--- src/rtl/sum_uart_pkg.sv ---
// -----------------------------------------------------------------------------
// sum_uart_pkg
//
// Shared definitions for the sum-to-terminal path that sits between the 4-bit
// adder and uart_tx.
//
// Contents:
//   state_t         sequencing states of sum_ascii_sender
//   ASCII_ZERO      '0' character, OR-ed with a decimal digit to form ASCII
//   ASCII_CR        carriage return
//   ASCII_LF        line feed
//   MAX_DIGITS      largest number of decimal digits a sum can need
//   MAX_BYTES       digits plus the optional CR LF trailer
//   BYTE_IDX_WIDTH  width of an index that walks a full byte list
//   digit_to_ascii  converts a 0..9 digit to its ASCII character
// -----------------------------------------------------------------------------
package sum_uart_pkg;

  typedef enum logic [2:0] {
    IDLE,
    CONVERT,
    LOAD,
    PULSE,
    WAIT_HI,
    WAIT_LO,
    NEXT
  } state_t;

  localparam logic [7:0] ASCII_ZERO = 8'h30;
  localparam logic [7:0] ASCII_CR   = 8'h0D;
  localparam logic [7:0] ASCII_LF   = 8'h0A;

  localparam int MAX_DIGITS     = 2;
  localparam int MAX_BYTES      = MAX_DIGITS + 2;
  localparam int BYTE_IDX_WIDTH = $clog2(MAX_BYTES);

  // A digit never exceeds 9, so OR-ing into 0x30 can never carry into the
  // upper nibble; this is cheaper than an adder and gives the same result.
  function automatic logic [7:0] digit_to_ascii(input logic [3:0] digit);
    return ASCII_ZERO | {4'h0, digit};
  endfunction

endpackage

--- src/rtl/bin_to_dec2.sv ---
// -----------------------------------------------------------------------------
// bin_to_dec2
//
// Serial binary-to-two-digit-decimal converter. A start pulse captures the
// value; from then on ten is subtracted once per cycle, counting the
// subtractions into the tens digit, until what remains is below ten and
// becomes the ones digit. The largest legal input (63) takes seven cycles
// from start to valid.
//
// Ports:
//   clk    in   1            system clock
//   reset  in   1            synchronous, active-high reset
//   start  in   1            capture value and begin converting
//   value  in   VALUE_WIDTH  unsigned binary input, at most 63
//   tens   out  3            tens digit, held until the next start
//   ones   out  4            ones digit, held until the next start
//   valid  out  1            one-cycle pulse when tens/ones are final
// -----------------------------------------------------------------------------
module bin_to_dec2
  import sum_uart_pkg::*;
#(
  parameter int VALUE_WIDTH = 5
) (
  input  logic                   clk,
  input  logic                   reset,
  input  logic                   start,
  input  logic [VALUE_WIDTH-1:0] value,
  output logic [2:0]             tens,
  output logic [3:0]             ones,
  output logic                   valid
);

  // Six bits covers every legal input width (up to 63), so the working
  // register is fixed at that size regardless of VALUE_WIDTH.
  localparam int REM_WIDTH = 6;
  localparam logic [REM_WIDTH-1:0] TEN = REM_WIDTH'(10);

  logic [REM_WIDTH-1:0] remainder;
  logic                 running;

  // Repeated-subtraction divider. A new start always wins over a conversion
  // still in flight, and valid only ever lasts a single cycle.
  always_ff @(posedge clk) begin
    if (reset) begin
      remainder <= '0;
      running   <= 1'b0;
      tens      <= '0;
      ones      <= '0;
      valid     <= 1'b0;
    end else begin
      valid <= 1'b0;
      if (start) begin
        remainder <= REM_WIDTH'(value);
        tens      <= '0;
        running   <= 1'b1;
      end else if (running) begin
        if (remainder >= TEN) begin
          remainder <= remainder - TEN;
          tens      <= tens + 3'd1;
        end else begin
          ones    <= remainder[3:0];
          valid   <= 1'b1;
          running <= 1'b0;
        end
      end
    end
  end

endmodule

--- src/rtl/sum_ascii_sender.sv ---
// -----------------------------------------------------------------------------
// sum_ascii_sender
//
// Captures the adder's sum on request, converts it to decimal ASCII with the
// leading zero suppressed, and hands the characters to uart_tx one at a time
// over its en/busy handshake, optionally followed by CR LF so a terminal
// shows one result per line.
//
// Ports:
//   clk           in   1          system clock
//   reset         in   1          synchronous, active-high reset
//   send_req      in   1          request to send sum_in; ignored while busy
//   sum_in        in   SUM_WIDTH  unsigned sum from the adder
//   uartbusy      in   1          busy flag from uart_tx
//   uart_tx_en    out  1          one-cycle start pulse to uart_tx
//   uart_tx_data  out  8          byte for uart_tx; held until the next load
//   busy          out  1          high from an accepted request to completion
//   done          out  1          one-cycle pulse after the last byte finishes
//
// Parameters:
//   SUM_WIDTH    width of sum_in, 1..6
//   SEND_CRLF    1 appends CR LF after the digits, 0 sends digits only
//   ACK_TIMEOUT  cycles to wait for uartbusy to rise before re-pulsing
// -----------------------------------------------------------------------------
module sum_ascii_sender
  import sum_uart_pkg::*;
#(
  parameter int SUM_WIDTH   = 5,
  parameter bit SEND_CRLF   = 1'b1,
  parameter int ACK_TIMEOUT = 1023
) (
  input  logic                 clk,
  input  logic                 reset,
  input  logic                 send_req,
  input  logic [SUM_WIDTH-1:0] sum_in,
  input  logic                 uartbusy,
  output logic                 uart_tx_en,
  output logic [7:0]           uart_tx_data,
  output logic                 busy,
  output logic                 done
);

  localparam int TIMER_WIDTH = $clog2(ACK_TIMEOUT + 1);
  localparam logic [TIMER_WIDTH-1:0] TIMER_LAST  = TIMER_WIDTH'(ACK_TIMEOUT - 1);
  localparam logic [TIMER_WIDTH-1:0] TIMER_STEP  = TIMER_WIDTH'(1);

  // The byte index addresses a fixed list layout: tens, ones, CR, LF. A sum
  // below ten simply starts at the ones slot, and a digits-only build stops
  // there, so no separate length counter is needed.
  localparam logic [BYTE_IDX_WIDTH-1:0] IDX_TENS = BYTE_IDX_WIDTH'(0);
  localparam logic [BYTE_IDX_WIDTH-1:0] IDX_ONES = BYTE_IDX_WIDTH'(1);
  localparam logic [BYTE_IDX_WIDTH-1:0] IDX_CR   = BYTE_IDX_WIDTH'(2);
  localparam logic [BYTE_IDX_WIDTH-1:0] IDX_LF   = BYTE_IDX_WIDTH'(3);
  localparam logic [BYTE_IDX_WIDTH-1:0] IDX_LAST = SEND_CRLF ? IDX_LF : IDX_ONES;
  localparam logic [BYTE_IDX_WIDTH-1:0] IDX_STEP = BYTE_IDX_WIDTH'(1);

  state_t                    state;
  logic [BYTE_IDX_WIDTH-1:0] byte_idx;
  logic [TIMER_WIDTH-1:0]    timer;
  logic [7:0]                cur_byte;

  logic       conv_start;
  logic [2:0] conv_tens;
  logic [3:0] conv_ones;
  logic       conv_valid;

  // The converter latches sum_in on the same edge that accepts the request,
  // so later changes on sum_in cannot leak into the frame.
  assign conv_start = (state == IDLE) && send_req;

  bin_to_dec2 #(
    .VALUE_WIDTH (SUM_WIDTH)
  ) u_bin_to_dec2 (
    .clk   (clk),
    .reset (reset),
    .start (conv_start),
    .value (sum_in),
    .tens  (conv_tens),
    .ones  (conv_ones),
    .valid (conv_valid)
  );

  // Character for the slot the byte index currently points at. The converter
  // holds its digits for the whole frame, so this stays valid until IDLE.
  always_comb begin
    cur_byte = ASCII_LF;
    case (byte_idx)
      IDX_TENS: cur_byte = digit_to_ascii({1'b0, conv_tens});
      IDX_ONES: cur_byte = digit_to_ascii(conv_ones);
      IDX_CR:   cur_byte = ASCII_CR;
      default:  cur_byte = ASCII_LF;
    endcase
  end

  // Frame sequencer and uart_tx handshake. The start pulse is raised on the
  // edge that enters PULSE so that it is high for exactly the PULSE cycle.
  // If uart_tx never acknowledges, the same byte is re-pulsed after
  // ACK_TIMEOUT cycles in WAIT_HI. uart_tx_data is deliberately left alone
  // outside LOAD so the last character stays on the bus while idle.
  always_ff @(posedge clk) begin
    if (reset) begin
      state        <= IDLE;
      byte_idx     <= '0;
      timer        <= '0;
      uart_tx_en   <= 1'b0;
      uart_tx_data <= 8'h00;
      busy         <= 1'b0;
      done         <= 1'b0;
    end else begin
      uart_tx_en <= 1'b0;
      done       <= 1'b0;
      unique case (state)
        IDLE: begin
          if (send_req) begin
            busy  <= 1'b1;
            state <= CONVERT;
          end
        end
        CONVERT: begin
          if (conv_valid) begin
            byte_idx <= (conv_tens != 3'd0) ? IDX_TENS : IDX_ONES;
            state    <= LOAD;
          end
        end
        LOAD: begin
          uart_tx_data <= cur_byte;
          uart_tx_en   <= 1'b1;
          state        <= PULSE;
        end
        PULSE: begin
          timer <= '0;
          state <= uartbusy ? WAIT_LO : WAIT_HI;
        end
        WAIT_HI: begin
          if (uartbusy) begin
            state <= WAIT_LO;
          end else if (timer == TIMER_LAST) begin
            timer      <= '0;
            uart_tx_en <= 1'b1;
            state      <= PULSE;
          end else begin
            timer <= timer + TIMER_STEP;
          end
        end
        WAIT_LO: begin
          if (!uartbusy) begin
            state <= NEXT;
          end
        end
        NEXT: begin
          if (byte_idx != IDX_LAST) begin
            byte_idx <= byte_idx + IDX_STEP;
            state    <= LOAD;
          end else begin
            done  <= 1'b1;
            busy  <= 1'b0;
            state <= IDLE;
          end
        end
        default: begin
          state <= IDLE;
        end
      endcase
    end
  end

endmodule

--- config.mk ---
export PLATFORM = sky130hd
export DESIGN_NAME = sum_ascii_sender
export DESIGN_NICKNAME = d
export VERILOG_FILES = /design/src/rtl/sum_uart_pkg.sv /design/src/rtl/bin_to_dec2.sv /design/src/rtl/sum_ascii_sender.sv
export SDC_FILE = /design/constraint.sdc
export NUM_CORES = 1
export LEC_CHECK = 0
export CORE_UTILIZATION = 30
export CTS_CLUSTER_SIZE = 25
export DETAILED_ROUTE_END_ITERATION = 6
export PLACE_DENSITY = 0.52
export SLEW_MARGIN = 20
export SYNTH_ARGS = -nofsm -noshare
export SYNTH_HDL_FRONTEND = slang
export SYNTH_HIERARCHICAL = 1
export SYNTH_SLANG_ARGS = --single-unit
--- constraint.sdc ---
create_clock -name clk -period 1.9 [get_ports clk]
set_input_delay 0.19 -clock clk [delete_from_list [all_inputs] [get_ports clk]]
set_output_delay 0.19 -clock clk [all_outputs]
set_load 0.01 [all_outputs]
* After elaboration in Yosys (flattened, before gate mapping)
Cells that the tools add are included.
** Operators by class
- Equal/unequal tests :: 17
- Order comparisons :: 1
- Mux-type cells :: 30
- Bitwise logic cells :: 4
- Add/subtract/negate cells :: 4
- Reductions and logical operators :: 19
** Operators with widths (number)
- 3-bit one-hot mux with 7 select lines :: 1
- 10-bit two-way mux :: 2
- 10-bit one-hot mux with 2 select lines :: 1
- 6-bit one-hot mux with 3 select lines :: 1
- 3-bit two-way mux :: 5
- 5-bit two-way mux :: 3
- 2-bit inequality test, second input constant :: 6
- 1-bit two-way mux :: 11
- 10-bit by 1-bit adder with 10-bit output, second input constant :: 1
- 10-bit == test, second input constant :: 1
- 2-bit nonzero test :: 5
- 3-bit == test, second input constant :: 3
- 3-bit AND reduction :: 3
- 3-bit by 2-bit == test with 1-bit output, second input constant :: 2
- 6-bit by 4-bit >= comparator with 1-bit output, second input constant :: 1
- 2-bit two-way mux :: 3
- 2-bit AND reduction :: 3
- 6-bit by 4-bit subtractor with 6-bit output, second input constant :: 1
- 1-bit inverter :: 4
- 1-bit one-hot mux with 2 select lines :: 2
- 2-bit one-hot mux with 2 select lines :: 1
- 4-bit AND reduction :: 1
- 2-bit OR reduction :: 2
- 3-bit by 1-bit adder with 3-bit output, second input constant :: 1
- other kinds (11) :: 11
** Word-level totals
- Bits in registers :: 41
- Logic and storage cells :: 88
- Input port bits :: 9
- Output and inout bits :: 11

* Logic depth before layout (Yosys ltp)
Gate-level depths: netlist of the first run.
- Word-level depth :: 4
- Depth in mapped cells :: 8
- Depth with buffers taken out :: 6

* Cells and area by module
The synthesis of the first run kept the hierarchy.
** Modules (own cells, without submodules)
- sum_ascii_sender :: cells an instance 148, area an instance 1297.5 sq um, instances 1, sequential area each 460.4 sq um
- bin_to_dec2 :: cells an instance 90, area an instance 789.5 sq um, instances 1, sequential area each 300.3 sq um

* Least setup slack after synthesis of the first run
Ideal clock, no wire load.
- Kind :: reg-to-reg
- Start :: register state[2]
- End :: register u_bin_to_dec2.remainder[1]
- Buffers on the path :: 3
- Arrival time :: 1614 ps
- Setup time :: 133 ps
- Period minus slack after synthesis :: 1748 ps
- Required time :: 1767 ps
- Cell stages (with the launch flop) :: 8
- Setup slack :: 152 ps
- Cells stage by stage :: dfxtp_1 -> buf_4 -> buf_2 -> nor4b_1 -> clkbuf_1 -> inv_1 -> nor2_1 -> a311oi_1
** Between the ends
- Cells in the longest elaborated chain, start to end :: 4
- Elaborated cells on any way between the ends :: 6
- Those cells by class :: mux: 1; reduce/logical: 5
** RTL lines
- from (decl) :: line sum_ascii_sender.sv:57 : state_t state;
- from (signal assigned) :: line sum_ascii_sender.sv:132 : state <= uartbusy ? WAIT_LO : WAIT_HI;
- 3-bit logical NOT (*) :: line sum_ascii_sender.sv:69 : assign conv_start = (state == IDLE) && send_req;
- 1-bit logical AND (*) :: line sum_ascii_sender.sv:69
- named net conv_start :: line sum_ascii_sender.sv:62 : logic conv_start;
- 2-bit nonzero test (no source line)
- 2-bit AND reduction (no source line)
- to (signal assigned) :: line bin_to_dec2.sv:53 : remainder <= REM_WIDTH'(value);
- to (signal assigned) :: line bin_to_dec2.sv:58 : remainder <= remainder - TEN;
- to (decl) :: line bin_to_dec2.sv:38 : logic [REM_WIDTH-1:0] remainder;
The timed path passes the listed nets; every way through them passes the cells marked *.
A chain may end at the register's enable or synchronous reset.

* Worst setup path in the final report of the first run
- Start :: register timer[2]
- End :: register state[1]
** Between the ends
- Cells in the longest elaborated chain, start to end :: 3
** RTL lines
- from (decl) :: line sum_ascii_sender.sv:59 : logic [TIMER_WIDTH-1:0] timer;
- from (signal assigned) :: line sum_ascii_sender.sv:142 : timer <= timer + TIMER_STEP;
- 10-bit == test :: line sum_ascii_sender.sv:137 : end else if (timer == TIMER_LAST) begin
- 3-bit inequality test (no source line)
- 4-bit AND reduction (no source line)
No other way between the ends.

==> results of run 1 <==
[worst max-delay path, stage by stage, from the launching register on]
cell and delay, ns:
dfxtp_1 0.43, nand4_1 0.21, or3_1 0.44, a2111oi_0 0.41, a21o_1 0.12
[final cells by class]
class	count	area [µm²]
clock buffer	7	86.3
fill	701	4320
sequential	38	761
multi-input combinational	168	1150
clock inverter	1	5.00
timing repair buffer	32	283
inverter	13	48.8
tap	80	100
[registers in the layout, summed over array words and instances (netlist names)]
| name | count |
|---|---|
| u_bin_to_dec2/valid | 1 |
| uart_tx_data | 5 |
| uart_tx_en | 1 |
| u_bin_to_dec2/ones | 4 |
| byte_idx | 2 |
| state | 3 |
| u_bin_to_dec2/remainder | 6 |
| u_bin_to_dec2/tens | 3 |
| u_bin_to_dec2/running | 1 |
| done | 1 |
| busy | 1 |
| timer | 10 |
[metal layers]
layer,global-route usage,up-vias
li1,-,912
met1,0.174,814
met2,0.195,20
met3,0.0331,6
met4,0.0500,0
met5,0,-
[power breakdown]
part	internal [µW]	switching (µW)	total, µW
Clock	293	285	578
Combinational	92.2	96.7	189
Sequential	820	44.0	864
Total	1200	426	1630
[final timing paths]
| path | from | endpoint | slack [ns] | cells past startpoint |
|---|---|---|---|---|
| max | timer[2] | state[1] | 0.24 | 4 |
| min | uart_tx_data[4] | uart_tx_data[4] | 0.47 | 2 |
| max reg2reg | timer[2] | state[1] | 0.24 | 4 |
| min reg2reg | uart_tx_data[4] | uart_tx_data[4] | 0.47 | 2 |
[cells by family after synthesis]
logic type | count (synthesis)
fa+ha+maj | 8
compound gates | 70
simple gates | 78
buf+inv | 33
xor+xnor | 6
flops | 38
other cells | 1
mux | 4
[synthesized netlist by cell type, types with 4 or more instances]
cell and n:
clkbuf_1 4, a21oi_1 18, a211oi_1 4, buf_2 7, nor3_1 5, or3_1 5, inv_1 13, o211ai_1 6
nor2_1 25, buf_4 5, nand2_1 5, nand3_1 8, nor3b_1 4, nor4_1 5, dfxtp_1 38, ha_1 8
o21ai_1 8, xor2_1 5, buf_6 4, o21ai_0 6
[stage by stage]
stage	instance area, µm²	util	hold slack [ns]	setup WS (ns)
after floorplan	2090	-	0.266	0.152
after global routing	2440	0.361	0.498	0.0965
after CTS	2440	0.361	0.469	0.243
after detailed placement	2350	0.347	0.463	0.114
final	2440	0.361	0.468	0.239
after global placement	2350	0.347	0.455	0.176
==> flow_summary_export.csv, run 1 <==
group,metric,value,unit
final_layout,layout_commonest_cell,"dfxtp_1",
detailed_routing,wl_met2,1.92,mm
floorplan,dieArea,7290,µm²
sta,period_needed,1.66,ns
clock_network,hold_buffers,0,
sta,rsz0062_at_grt,"no",
worst_setup_path,critPathLaunchType,"flop",
outcome,violations,"design-rule violations",
global_route,grt_usage,0.128,
worst_setup_path,cp_max_fo,6,
logic_synthesis,synth-compound-area-share,0.234,
placed_design,gp_congestion,0.769,
detailed_routing,wl_met3,114,µm
logic_synthesis,yosys.area_share.simple,0.219,
power_and_ir_drop,power.density,669,nW/µm²
global_route,grt_pass1_wl,7.43,mm
worst_setup_path,cp-end-kind,"flop",
power_and_ir_drop,p_leak,0.000877,µW
power_and_ir_drop,ir_drop,0.217,mV
logic_synthesis,synth_ff_type,"dfxtp_1",
sta,clock_skew,0.00818,ns
detailed_routing,drtIter0Drc,64,
sta,hold_viol,0,
final_layout,fin_cells,339,
final_layout,area_growth,16.8,%
detailed_routing,postRouteAntennaNets,0,
clock_network,clkTransAtPathRegs,0.08,ns
detailed_routing,first_pass_iters,6,
final_layout,layout_common_cells,"38 x dfxtp_1, 25 x nor2_1, 18 x a21oi_1",
detailed_routing,drt-met1-wl,2.31,mm
logic_synthesis,ys_seq_elements,38,
logic_synthesis,syn-cell-area,2090,µm²
clock_network,cts_buffer_depth,2,
worst_setup_path,path_class,"flop to flop",
floorplan,start_util,0.309,
logic_synthesis,avgSynthCellArea,8.77,µm²
logic_synthesis,synth_async_sr_flop_share,0,
clock_network,cts_sinks,38,
logic_synthesis,synth-seq-area-share,0.365,
logic_synthesis,yosys.cell_types.count,57,
floorplan,coreArea,6760,µm²
clock_network,numCtsBuffers,5,
power_and_ir_drop,power,1630,µW
final_layout,fin_nets,275,
detailed_routing,routed-via-count,1752,
clock_network,insertion_delay,0.29,ns
detailed_routing,routedWlPerCell,13.0,µm
outcome,status,"finished with violations",
clock_network,cts.htree.levels,2,
sta,setup_tns,0,ns
logic_synthesis,synth_top_family_by_area,"compound AO/OA/AOI/OAI gates",
floorplan,rows,30,
floorplan,die_y,85.4,µm
final_layout,diodes,0,
floorplan,die_x,85.4,µm
clock_network,postCtsSetupBuffers,0,
clock_network,cts_resized,0,
run,maxCapViolCount,0,
placed_design,place_hpwl,3.20,mm
logic_synthesis,netlist_top_cells_area,"dfxtp_1 36%, ha_1 4.8%, nor2_1 4.5%, a21oi_1 4.3%, inv_1 2.3%",
sta,finalCritPeriodShare,0.874,
global_route,grt_max_degree,17,
placed_design,portBuffers,17,
logic_synthesis,ys_warn_count,6,
detailed_routing,routed_wl,4.42,mm
logic_synthesis,syn_inst,238,
final_layout,drive_gt1_frac,0.135,
worst_setup_path,cp.required,2.14,ns
sta,finalMaxSlewViolations,0,
global_route,grt_overflow,0,
sta,fmax,602,MHz
global_route,grt_antenna_before_repair,0,
logic_synthesis,synth_edf_count,0,
logic_synthesis,synth_fa_ha_area_frac,0.0480,
sta,final-setup-viol-count,0,
clock_network,cts_tree,"done",
logic_synthesis,synthXorXnorAreaFrac,0.0252,
hold_path,hp-class,"flop to flop",
floorplan,ios,20,
worst_setup_path,crit_arrival,1.90,ns
clock_network,clockRootBuffer,"clkbuf_8",
global_route,first_global_vias,1552,
detailed_routing,drcViolationCount,1,
logic_synthesis,muxShareOfSynthArea,0.0198,
detailed_routing,via_per_inst,5.17,
logic_synthesis,yosysTopAreaCell,"dfxtp_1",
detailed_routing,dr.max_layer_used,"met4",
logic_synthesis,yosysTopAreaCellShare,0.365,
placed_design,placed_cells,331,
(Power assumes the default switching activity.)
==> run 2: changes to the inputs <==
- SLEW_MARGIN: 20 -> default
==> results of run 2 <==
The final DEF is identical to that of run 1; final timing and power are the same.
